### src/rtl/hc595_shifter.sv
`default_nettype none
// ============================================================================
//  Module   : hc595_shifter
//  Brief    : Serialises a parallel word onto a 74HC595 chain (SER/SRCLK),
//             then pulses RCLK to latch it. Optional /OE drive: HC595_OE_EN.
//  Revision : 1.0 - initial release
// ============================================================================
module hc595_shifter #(
  parameter int DATA_W    = 8,
  parameter int CLK_DIV   = 4,
  parameter int MSB_FIRST = 1
) (
  input  logic              i_clk,
  input  logic              i_rst,
  input  logic [DATA_W-1:0] i_data,
  input  logic              i_enable,
  output logic              o_ready,
  output logic              o_ser,
  output logic              o_srclk,
  output logic              o_rclk
`ifdef HC595_OE_EN
  ,
  output logic              o_oe_n
`endif
);

  localparam int c_DW = $clog2(CLK_DIV + 1);
  localparam int c_BW = $clog2(DATA_W + 1);
  localparam logic [c_DW-1:0] c_DIV_LAST  = c_DW'(CLK_DIV - 1);
  localparam logic [c_DW-1:0] c_DIV_ONE   = c_DW'(1);
  localparam logic [c_BW-1:0] c_BITS_INIT = c_BW'(DATA_W);
  localparam logic [c_BW-1:0] c_BITS_ONE  = c_BW'(1);

  typedef enum logic [1:0] {
    ST_IDLE     = 2'd0,
    ST_SHIFT_LO = 2'd1,
    ST_SHIFT_HI = 2'd2,
    ST_LATCH    = 2'd3
  } state_t;

  state_t            r_state, w_state_nxt;
  logic [DATA_W-1:0] r_shreg, w_shreg_nxt, w_shreg_adv;
  logic [c_BW-1:0]   r_bits, w_bits_nxt;
  logic [c_DW-1:0]   r_div, w_div_nxt;
  logic              w_phase_done;
  logic              w_ser_nxt;
  logic              r_ready, r_ser, r_srclk, r_rclk;

  assign w_phase_done = (r_div == c_DIV_LAST);
  assign w_shreg_adv  = (MSB_FIRST != 0) ? (r_shreg << 1) : (r_shreg >> 1);
  assign w_ser_nxt    = (MSB_FIRST != 0) ? w_shreg_nxt[DATA_W-1] : w_shreg_nxt[0];

  always_comb begin
    w_state_nxt = r_state;
    w_shreg_nxt = r_shreg;
    w_bits_nxt  = r_bits;
    case (r_state)
      ST_IDLE: begin
        if (i_enable) begin
          w_state_nxt = ST_SHIFT_LO;
          w_shreg_nxt = i_data;
          w_bits_nxt  = c_BITS_INIT;
        end
      end
      ST_SHIFT_LO: begin
        if (w_phase_done) w_state_nxt = ST_SHIFT_HI;
      end
      ST_SHIFT_HI: begin
        if (w_phase_done) begin
          w_shreg_nxt = w_shreg_adv;
          w_bits_nxt  = r_bits - c_BITS_ONE;
          w_state_nxt = (r_bits == c_BITS_ONE) ? ST_LATCH : ST_SHIFT_LO;
        end
      end
      ST_LATCH: begin
        if (w_phase_done) w_state_nxt = ST_IDLE;
      end
      default: w_state_nxt = ST_IDLE;
    endcase
    // Phase counter restarts on every state change; it never runs past the terminal count
    if (w_state_nxt != r_state || r_state == ST_IDLE)
      w_div_nxt = '0;
    else
      w_div_nxt = r_div + c_DIV_ONE;
  end

  // Outputs are registered from the next-state values so they line up with the state
  always_ff @(posedge i_clk) begin
    if (i_rst) begin
      r_state <= ST_IDLE;
      r_shreg <= '0;
      r_bits  <= '0;
      r_div   <= '0;
      r_ready <= 1'b1;
      r_ser   <= 1'b0;
      r_srclk <= 1'b0;
      r_rclk  <= 1'b0;
    end else begin
      r_state <= w_state_nxt;
      r_shreg <= w_shreg_nxt;
      r_bits  <= w_bits_nxt;
      r_div   <= w_div_nxt;
      r_ready <= (w_state_nxt == ST_IDLE);
      r_srclk <= (w_state_nxt == ST_SHIFT_HI);
      r_rclk  <= (w_state_nxt == ST_LATCH);
      r_ser   <= (w_state_nxt == ST_SHIFT_LO || w_state_nxt == ST_SHIFT_HI) ? w_ser_nxt : 1'b0;
    end
  end

  assign o_ready = r_ready;
  assign o_ser   = r_ser;
  assign o_srclk = r_srclk;
  assign o_rclk  = r_rclk;

`ifdef HC595_OE_EN
  // Outputs stay tri-stated until a full word has been latched at least once
  logic r_oe_n;

  always_ff @(posedge i_clk) begin
    if (i_rst)
      r_oe_n <= 1'b1;
    else if (r_state == ST_LATCH && w_phase_done)
      r_oe_n <= 1'b0;
  end

  assign o_oe_n = r_oe_n;
`endif

endmodule
`default_nettype wire

### config.mk
export PLATFORM = sky130hd
export DESIGN_NAME = hc595_shifter
export DESIGN_NICKNAME = d
export VERILOG_FILES = /design/src/rtl/hc595_shifter.sv
export SDC_FILE = /design/constraint.sdc
export NUM_CORES = 1
export LEC_CHECK = 0
export BUFFER_PORTS_ARGS = -buffer_cell sky130_fd_sc_hd__buf_2
export CAP_MARGIN = 20
export CELL_PAD_IN_SITES_DETAIL_PLACEMENT = 0
export CELL_PAD_IN_SITES_GLOBAL_PLACEMENT = 1
export CORE_MARGIN = 2
export CORE_UTILIZATION = 38
export CTS_CLUSTER_DIAMETER = 40
export CTS_CLUSTER_SIZE = 28
export DETAILED_ROUTE_END_ITERATION = 8
export PLACE_DENSITY_LB_ADDON = 0.3
export SLEW_MARGIN = 10
export SYNTH_ARGS = -nofsm -noshare
export SYNTH_HDL_FRONTEND = slang
export SYNTH_SLANG_ARGS = --single-unit
### constraint.sdc
create_clock -name i_clk -period 1.73 [get_ports i_clk]
set_input_delay 0.0865 -clock i_clk [delete_from_list [all_inputs] [get_ports i_clk]]
set_output_delay 0.0865 -clock i_clk [all_outputs]
set_load 0.02 [all_outputs]
Word level (Yosys, flattened, before mapping)
Index checks and enable logic that the tools add are counted.
Widths: inputs -> output; s select.
{"block": "op_classes", "n_addsub": 2, "eq_ne": 11, "muxes": 12, "bitwise": 1, "n_reduce_logical": 8}
{"cell": "$mux 8", "count": 2}
{"cell": "$pmux 8 s2", "count": 1}
{"cell": "$mux 2", "count": 5}
{"cell": "$eq 2x2->1 const B", "count": 4}
{"cell": "$mux 4", "count": 2}
{"cell": "$pmux 2 s4", "count": 1}
{"cell": "$pmux 4 s2", "count": 1}
{"cell": "$eq 2x1->1 const B", "count": 2}
{"cell": "$eq 4x1->1 const B", "count": 1}
{"cell": "$logic_not 2->1", "count": 2}
{"cell": "$ne 2x2->1 const B", "count": 2}
{"cell": "$reduce_or 2->1", "count": 2}
{"cell": "$sub 4x1->4 const B", "count": 1}
{"cell": "$add 3x1->3 const B", "count": 1}
{"cell": "$eq 3x2->1 const B", "count": 1}
{"cell": "$reduce_and 3->1", "count": 1}
{"cell": "$logic_or 1x1->1", "count": 2}
{"cell": "$ne 2x2->1", "count": 1}
{"cell": "$reduce_bool 2->1", "count": 1}
{"cell": "$not 1->1", "count": 1}
{"block": "word_totals", "register_bits": 21, "in_bits": 11, "elab_cells": 43}

Depth between registers and ports, before layout
Gate-level depths: netlist of run 1.
{"block": "depth", "depth_word": 8, "mapped_depth": 8, "depth_no_buf": 8}

Worst setup path after synthesis of run 1
Ideal clock, no wire load.
{"block": "synth_timing", "path_kind": "reg2reg", "start": "register r_div[0]", "end": "register r_ser, in the netlist o_ser", "setup_time_ps": 133, "arrival_time_ps": 1659, "t_required_ps": 1597, "setup_slack_ps": -62, "stages_incl_launch_ff": 8, "n_path_buf": 0, "path_cell_list": "dfxtp_1 > ha_1 > ha_1 > mux2_2 > o21ai_0 > ha_1 > inv_1 > a311oi_1"}
{"block": "synth_via", "elab_chain_cells": 7, "elab_cells_between_ends": 12, "classes_between": "eq/ne (3); mux (6); bitwise (1); reduce/logical (2)"}
{"element": "start: declaration", "line": "44", "source": "logic [c_DW-1:0] r_div, w_div_nxt;"}
{"element": "start signal: assignment", "line": "102", "source": "r_div <= w_div_nxt;"}
{"element": "$eq 3x2->1 *", "line": "49", "source": "assign w_phase_done = (r_div == c_DIV_LAST);"}
{"element": "$mux 2, on equally long branches", "line": "76, 66, 69"}
{"element": "$pmux 2 s4", "line": "57", "source": "case (r_state)"}
{"element": "$eq 2x1->1 or $eq 2x2->1 (tied branches)", "line": "106", "source": "r_ser <= (w_state_nxt == ST_SHIFT_LO || w_state_nxt == ST_SHIFT_HI) ? w_ser_nxt : 1'b0;"}
{"element": "$logic_or 1x1->1", "line": "106"}
{"element": "$not 1->1 (no line)"}
{"element": "$reduce_or 2->1 (no line)"}
{"element": "end signal: assignment", "line": "106"}
{"element": "end: declaration", "line": "47", "source": "logic r_ready, r_ser, r_srclk, r_rclk;"}
Mark *: on every way between the ends. The rest lies on a longest branch, timed or not. The select of a mux whose other input is x is not followed.
A chain may end at the register's enable or synchronous reset.

Final worst setup path of run 1
Same ends and word-level chain as after synthesis.

==> metrics.txt, run 1 <==
Yosys Warn Count=0; Least-Margin Pin Slew=0.412 ns; ANT nets after route=0; Worst R2R Path Depth=7; ys async rst share=0; status=complete, no violations; Placer Congestion=0.705; dpl ws=-0.0500 ns; Via-to-Cell Ratio=5.52; Vias=966; Post-synth EDFFs=0; Crit Reg-Reg Startpoint=r_div[0]; n_diodes=0; total track usage=0.162; Slew Limit Fails=0; worst r2r dst=o_ser; Die X-Extent=58.2 um; FP Rows=19; Worst-path clk slew=0.11 ns; TritonCTS clock tree=built; #FFs+latches synth=21; layout cells sized above 1=0.347; Lkg Pwr=0.572 nW; post-DP HPWL=1700 um; Max VDD drop=388 uV; CP startpoint=r_div[0]; hold path depth=3; post-route worst setup slack=0.0785 ns; fillers=268; DRC=0; global-route wire length before repair=4150 um; most used standard cell by instance count after synthesis=dfxtp_1; Hold Vio Cnt, Final=0; Critical Path End Type=flop; worst rel slew slack=0.725; clk root buf=clkbuf_4; routed len/inst=14.2 um; Nets=164; top post-synthesis cells by area=dfxtp_1, ha_1, and3b_1; Die Y-Extent=58.2 um; power per cell area=625 nW/um^2; top_reg_cell synth=dfxtp_1; HP Class=primary input to flop; final setup violation count=0; WP data arrival=1.83 ns; Num CTS Buffers=3; total clock sinks=21; post-synth top area share=0.377; clk_lat worst skew=0.30 ns; sequential cell area fraction in the yosys report=0.377; Synth Net Count=139; Finished Cell Area=1370 um^2; Iter 0 DRT Violations=25; critical path class=flop to flop; WL final=2490 um; area grow syn2layout=22.9%; Initial Util=0.401; Hold Startpoint=i_data[0]; crit path max fanout=4; initial antenna violation count=0; grt total ovfl=0; Max Cap Viol=0; clock tree buffer depth=2; DR pass1 iterations=4; reg2reg setup slack=0.08 ns; syn_area_per_cell=9.29 um^2; core area=2780 um^2; Design Power=0.000856 W; Hold-fix buffers, CTS=0; min cycle time layout=1.65 ns; fin crit share=0.955; dpl cell area=1250 um^2; Critical Path Most Common Cell=ha_4; slowest library cell on the worst path=dfxtp_2; post-synthesis cell type count=33; Worst Skew=0.00812 ns; hold endpoint=r_shreg[0]; vias in the first global route=944; synth cell count leaders=dfxtp_1, a21oi_1, ha_1; required time worst endpoint=1.90 ns; fmax=606 MHz; Die Area=3380 um^2; largest net degree at the start of global routing=26; num ports=15; post-synthesis instance area=1110 um^2; number of port buffers=14; Syn Inst Count=120; delay of the slowest critical-path stage=0.35 ns; RSZ-0062 raised after global routing=yes; H-Tree Depth=1; post-synth top area cell=dfxtp_1; critical path, cell by cell=ha_4 -> ha_4 -> mux2_2 -> o21ai_2 -> ha_1 -> inv_1 -> a311oi_2; CP Launch Type=flop; final setup TNS=0 ns
-- timing repair --
action,4_1_cts,5_1_grt
buffers inserted,3,1
gates resized for setup,12,3
endpoints found under the setup margin,4,2
pin swaps,3,3
-- layout by cell type, fill, tap and decap left out, drive strengths merged, types with 4 or more instances in the layout --
cell    count
nor2        5
a21oi      10
buf        28
a31oi       4
nand3       7
dfxtp      21
ha          8
nand2       5
clkbuf      4
and3        5
inv         7
and3b       7
o21ai       7
-- per-stage QoR --
stage | std cells | hold slack (ns) | utilization
5_1_grt | 175 | 0.0236 | 0.493
2_1_floorplan | 120 | 0.165 | -
3_3_place_gp | 167 | 0.329 | 0.448
3_5_place_dp | 167 | 0.346 | 0.448
6_report | 175 | 0.0135 | 0.493
4_1_cts | 174 | 0.0109 | 0.484
-- cell type report --
cell class	instances	area (um^2)	share of cell area
repair buffers	28	175	0.128
clock buffers	4	26.3	0.0192
well taps	31	38.8	0.0283
multi-input cells	84	681	0.497
inverters	7	26.3	0.0192
flip-flops and latches	21	423	0.309
-- registers in the layout, indices dropped and copies added (netlist names) --
signal and flops:
r_state 2, o_ready 1, o_rclk 1, o_ser 1, r_div 3, r_shreg 8
o_srclk 1, r_bits 4
-- routing by layer --
metal | vias up | global-route usage | routed length [um] | share of wire
met1 | 455 | 0.195 | 1110 | 0.45
met4 | 0 | 0.0897 | 53 | 0.021
met3 | 4 | 0.0201 | 80 | 0.032
met5 | - | 0 | 0 | 0
li1 | 486 | - | - | -
met2 | 21 | 0.278 | 1240 | 0.50
-- worst max path at each step --
| stage | endpoint | slack [ns] | cells past startpoint |
|---|---|---|---|
| global placement | o_ser | -0.0008 | 7 |
| finish | o_ser | 0.08 | 7 |
| CTS | o_ser | 0.003 | 9 |
| floorplan | o_ser | 0.05 | 7 |
| global route | o_ser | -0.0002 | 8 |
| detailed placement | o_ser | -0.05 | 7 |
-- worst max-delay path: cells and delay by family, from the launching register on --
kind            cells  cell delay, ns
flops               1            0.35
buf+inv             1            0.06
fa+ha+maj           3            0.59
mux                 1            0.29
compound gates      2            0.25
-- cell families after synthesis --
kind of cell | share of synthesized area
multiplexers | 0.0101
flip-flops | 0.377
AO/OA/AOI/OAI | 0.173
adder cells (fa/ha/maj) | 0.0898
XOR/XNOR | 0.0157
buffers and inverters | 0.0707
AND/OR/NAND/NOR | 0.264
-- report_power, final --
group / switching, W / leakage [nW] / internal (W)
Combinational: 0.0000587 / 0.384 / 0.0000499
Clock: 0.000141 / 0.0150 / 0.0000898
Sequential: 0.0000131 / 0.173 / 0.000504
Total: 0.000213 / 0.572 / 0.000644
Power figures use the tool's default switching activity.
==> run 2, diff against run 1 <==
Settings changed: BUFFER_PORTS_ARGS -buffer_cell sky130_fd_sc_hd__buf_2 to unset, CORE_UTILIZATION 38 to 42, DONT_BUFFER_PORTS set to 1.
==> metrics.txt, run 2 (synthesized netlist as in run 1, its figures left out) <==
Die Y-Extent=55.5 um (-4.5%); global-route wire length before repair=3980 um (-4.1%); Slew Limit Fails=0 (unchanged); Seq pwr share=0.615 (+0.011); DR pass1 iterations=4 (unchanged); core area=2500 um^2 (-10%); dpl ws=-0.0505 ns (-0.000540 ns); layout cells sized above 1=0.331 (-0.0163); ANT nets after route=0 (unchanged); Die Area=3080 um^2 (-8.9%); switching portion of total power=0.248 (about the same); Max Cap Viol=0 (unchanged); Least-Margin Pin Slew=0.811 ns (+0.398 ns); Worst Skew=0.00105 ns (-0.00707 ns); final setup violation count=0 (unchanged); clock tree buffer depth=2 (unchanged); initial antenna violation count=0 (unchanged); Worst R2R Path Depth=9 (+2); most frequent cells in the layout=dfxtp_1, buf_4, a21oi_1; Hold Startpoint=i_enable; area grow syn2layout=24.4%; switching power=0.000210 W (-1.0%); post-DP HPWL=1580 um (-7.0%); Reg with most FFs=r_shreg; num ports=15 (unchanged); Hold Vio Cnt, Final=0 (unchanged); max reg flops=8 (unchanged); largest net degree at the start of global routing=26 (unchanged); grt total ovfl=0 (unchanged); number of port buffers=0 (-14); clk_lat worst skew=0.30 ns (about the same); vias in the first global route=838 (-11%); clock network power share=0.278 (+0.009); Vias=936 (-3.1%); clk root buf=clkbuf_4; Num CTS Buffers=3 (unchanged); post-route worst setup slack=0.0758 ns (-0.00273 ns); worst rel slew slack=0.458 (-0.267); n_diodes=0 (unchanged); Via-to-Cell Ratio=5.64 (+2.1%); HP Class=primary input to flop; hold path depth=2 (-1); Placer Congestion=0.702 (-0.48%); crit path max fanout=2 (-2); DRC=0 (unchanged); Critical Path End Type=flop; internal power=0.000637 W (-1.1%); final core occ=0.555 (+0.0620); fin crit share=0.956 (+0.00158); min cycle time layout=1.65 ns (+0.00273 ns); total clock sinks=21 (unchanged); total track usage=0.163 (+0.00128); fmax=605 MHz (-0.16%); Iter 0 DRT Violations=30 (+20%); FP Rows=18 (-1); placed insts=153 (-8.4%); required time worst endpoint=1.95 ns (+0.05 ns); CP Launch Type=flop; Die X-Extent=55.5 um (-4.5%); RSZ-0062 raised after global routing=yes; power per cell area=611 nW/um^2 (-2.3%); worst r2r dst=o_ser; fillers=219 (-18%); non-filler cells, final=166 (-5.1%); WL final=2420 um (-2.7%); TritonCTS clock tree=built; Top Registers=r_shreg (8), r_bits (4), r_div (3); Worst-path clk slew=0.11 ns (about the same); routed len/inst=14.6 um (+2.6%); Max VDD drop=356 uV (-8.4%); WP data arrival=1.87 ns (+0.04 ns); critical path class=flop to flop; Nets=156 (-4.9%); Initial Util=0.446 (+0.0451); hold endpoint=r_shreg[4]; reg2reg setup slack=0.08 ns (about the same); status=complete, no violations; H-Tree Depth=1 (unchanged); part of the power in combinational logic=0.107 (-0.020); Crit Reg-Reg Startpoint=r_div[0]; Lkg Pwr=0.558 nW (-2.4%)
==> run 2: area by class of cell <==
| class | count | area [um^2] | share of cell area |
|---|---|---|---|
| Multi-Input combinational cell | 84 | 709 | 0.512 |
| Sequential cell | 21 | 425 | 0.307 |
| Timing Repair Buffer | 20 | 159 | 0.115 |
| Tap cell | 30 | 37.5 | 0.0271 |
| Inverter | 7 | 28.8 | 0.0208 |
| Clock buffer | 4 | 26.3 | 0.0190 |
==> run 2: routing by layer <==
metal / track usage / routed length (um) / vias to the layer above
met5: 0 / 0 / -
met4: 0.0627 / 46 / 0
met3: 0.0281 / 134 / 4
met2: 0.253 / 1110 / 22
met1: 0.224 / 1130 / 439
li1: - / - / 471
==> run 2: power by group through the flow <==
| stage | clock, W | combinational, W | sequential (W) |
|---|---|---|---|
| 2_1_floorplan | 0 | 0.0000666 | 0.000527 |
| 3_3_place_gp | 0 | 0.0000724 | 0.000529 |
| 3_5_place_dp | 0 | 0.0000743 | 0.000529 |
| 4_1_cts | 0.000247 | 0.0000877 | 0.000518 |
| 5_1_grt | 0.000265 | 0.000103 | 0.000524 |
| 6_report | 0.000235 | 0.0000905 | 0.000521 |
==> run 2: through the flow <==
step	instance area [um^2]	setup TNS, ns	hold slack, ns	total power (W)
finish	1390	0	0.0797	0.000847
detailed placement	1180	-0.0804	0.160	0.000603
global route	1390	-0.0705	0.0850	0.000892
global placement	1180	-0.0164	0.159	0.000601
floorplan	1110	0	0.165	0.000593
CTS	1250	0	0.0469	0.000853
==> run 2: worst max-delay path, stage by stage (launching register included) <==
cell and delay [ns]:
dfxtp_2 0.35, ha_4 0.17, buf_6 0.11, ha_4 0.16, inv_4 0.06, nor2_4 0.03
a21o_1 0.18, ha_1 0.26, inv_1 0.03, a311oi_1 0.21
==> run 2: repair_timing <==
item	CTS	global route
hold buffers	2	0
setup buffers	1	6
setup endpoints to repair	3	6
endpoints found under the hold margin	21	0
gates resized for setup	4	22
pin swaps	0	8
==> run 2: worst max-delay path by stage <==
stage,slack (ns),cells after the start,endpoint,from
2_1_floorplan,0.05,7,o_ser,r_div[0]
4_1_cts,0.03,8,o_ser,r_div[0]
6_report,0.08,9,o_ser,r_div[0]
5_1_grt,-0.07,8,o_ser,r_bits[1]
3_5_place_dp,-0.05,7,o_ser,r_div[0]
3_3_place_gp,-0.02,7,o_ser,r_div[0]
==> run 3, diff against run 2 <==
Settings changed: CTS_BUF_LIST set to sky130_fd_sc_hd__clkbuf_16, CTS_CLUSTER_SIZE 28 to unset.
==> metrics.txt, run 3 (synthesized netlist as in run 1, its figures left out) <==
status=complete, no violations; switching portion of total power=0.214 (-0.0344); most frequent cells in the layout=dfxtp_1, buf_4, a21oi_1; clk root buf=clkbuf_16; Least-Margin Pin Slew=0.821 ns (+0.0100 ns); number of port buffers=0 (unchanged); Via-to-Cell Ratio=5.57 (-1.3%); WL final=2380 um (-1.7%); Die Y-Extent=55.5 um (unchanged); WP data arrival=1.80 ns (-0.07 ns); dpl cell area=1180 um^2 (unchanged); Worst Skew=0.00164 ns (+0.000592 ns); critical path class=flop to flop; part of the power in combinational logic=0.083 (-0.024); internal power=0.000855 W (+34%); WHS=0.142 ns (+0.0627 ns); Placer Congestion=0.702 (unchanged); Design Power=0.00109 W (+28%); post-DP HPWL=1580 um (unchanged); TritonCTS clock tree=built; CP Launch Type=flop; dpl ws=-0.0505 ns (unchanged); clock tree buffer depth=2 (unchanged); Max VDD drop=500 uV (+40%); initial antenna violation count=0 (unchanged); layout cells sized above 1=0.280 (-0.0506); worst rel slew slack=0.451 (-0.00672); grt total ovfl=0 (unchanged); Die Area=3080 um^2 (unchanged); Seq pwr share=0.480 (-0.135); DR pass1 iterations=4 (unchanged); fmax=610 MHz (+0.96%); Iter 0 DRT Violations=23 (-23%); Slew Limit Fails=0 (unchanged); Initial Util=0.446 (unchanged); largest net degree at the start of global routing=26 (unchanged); Hold Vio Cnt, Final=0 (unchanged); Vias=902 (-3.6%); max reg flops=8 (unchanged); Lkg Pwr=0.563 nW (+0.92%); clk_lat worst skew=0.25 ns (-0.05 ns); final core occ=0.555 (unchanged); Nets=152 (-2.6%); clock network power share=0.437 (+0.159); FP Rows=18 (unchanged); routed len/inst=14.7 um (+0.73%); Critical Path End Type=flop; fin crit share=0.947 (-0.00907); n_diodes=0 (unchanged); total clock sinks=21 (unchanged); DRC=0 (unchanged); vias in the first global route=847 (+1.1%); core area=2500 um^2 (unchanged); Die X-Extent=55.5 um (unchanged); power per cell area=784 nW/um^2 (+28%); most common cell after layout, fill and taps aside=dfxtp_1; final setup violation count=0 (unchanged); Worst-path clk slew=0.06 ns (-0.05 ns); area grow syn2layout=24.4% (unchanged); RSZ-0062 raised after global routing=yes; global-route wire length before repair=4010 um (+0.68%); post-route worst setup slack=0.0915 ns (+0.0157 ns); ANT nets after route=0 (unchanged); Num CTS Buffers=3 (unchanged); Top Registers=r_shreg (8), r_bits (4), r_div (3); required time worst endpoint=1.89 ns (-0.06 ns); HP Class=primary input to flop; crit path max fanout=2 (unchanged); switching power=0.000233 W (+11%); Finished Cell Area=1390 um^2 (unchanged); total track usage=0.164 (+0.00146); num ports=15 (unchanged); Max Cap Viol=0 (unchanged); H-Tree Depth=1 (unchanged); Reg with most FFs=r_shreg; min cycle time layout=1.64 ns (-0.0157 ns)
==> run 3: cell count changes in the layout (fill, tap and decap cells not counted), moves of 2 or more <==
cell       previous run  this run
buf_4                17        13
clkbuf_16             0         3
clkbuf_4              3         0
inv_1                 4         6
==> run 3: power groups by stage <==
stage | logic, W | clock network (W) | registers, W
4_1_cts | 0.0000878 | 0.000485 | 0.000519
3_3_place_gp | 0.0000724 | 0 | 0.000529
3_5_place_dp | 0.0000743 | 0 | 0.000529
2_1_floorplan | 0.0000666 | 0 | 0.000527
5_1_grt | 0.000103 | 0.000511 | 0.000524
6_report | 0.0000906 | 0.000475 | 0.000522
==> run 3: critical path, stage by stage (launching register included) <==
cell	delay, ns
dfxtp_2	0.33
ha_4	0.17
buf_6	0.11
ha_4	0.16
inv_4	0.05
nor2_2	0.04
a21o_1	0.18
ha_1	0.26
inv_1	0.03
a311oi_1	0.21
==> run 3: timing repair <==
| item | 4_1_cts | 5_1_grt |
|---|---|---|
| pin swaps | 0 | 6 |
| buffers inserted | 0 | 3 |
| endpoints found under the setup margin | 3 | 4 |
| hold buffers | 2 | 0 |
| gates resized for setup | 1 | 19 |
| endpoints found under the hold margin | 21 | 0 |
==> run 3: final timing paths <==
check	slack, ns	cells after the start	start	to
setup reg to reg	0.09	9	r_div[0]	o_ser
hold reg to reg	0.46	2	r_shreg[5]	r_shreg[5]
hold / removal	0.14	2	i_enable	r_shreg[4]
setup / recovery	0.09	9	r_div[0]	o_ser
==> run 3: layout make-up <==
type                       instances  area [um^2]
fill                             217         1110
multi-input combinational         84          688
sequential                        21          424
timing repair buffer              16          129
clock buffer                       3         75.1
tap                               30         37.5
inverter                           7         28.8
clock inverter                     1         3.75
==> run 3: metrics by stage <==
stage                     TNS (ns)  std cells
after global placement     -0.0164        153
after floorplan                  0        120
after global routing       -0.0437        162
after CTS                        0        159
after detailed placement   -0.0804        153
final                            0        162
==> run 3: per-layer routing <==
| metal | track usage | routed length [um] | part of all wire | vias up |
|---|---|---|---|---|
| li1 | - | - | - | 456 |
| met1 | 0.224 | 1180 | 0.49 | 433 |
| met2 | 0.253 | 1120 | 0.47 | 11 |
| met3 | 0.0351 | 71 | 0.030 | 2 |
| met4 | 0.0627 | 10 | 0.0042 | 0 |
| met5 | 0 | 0 | 0 | - |
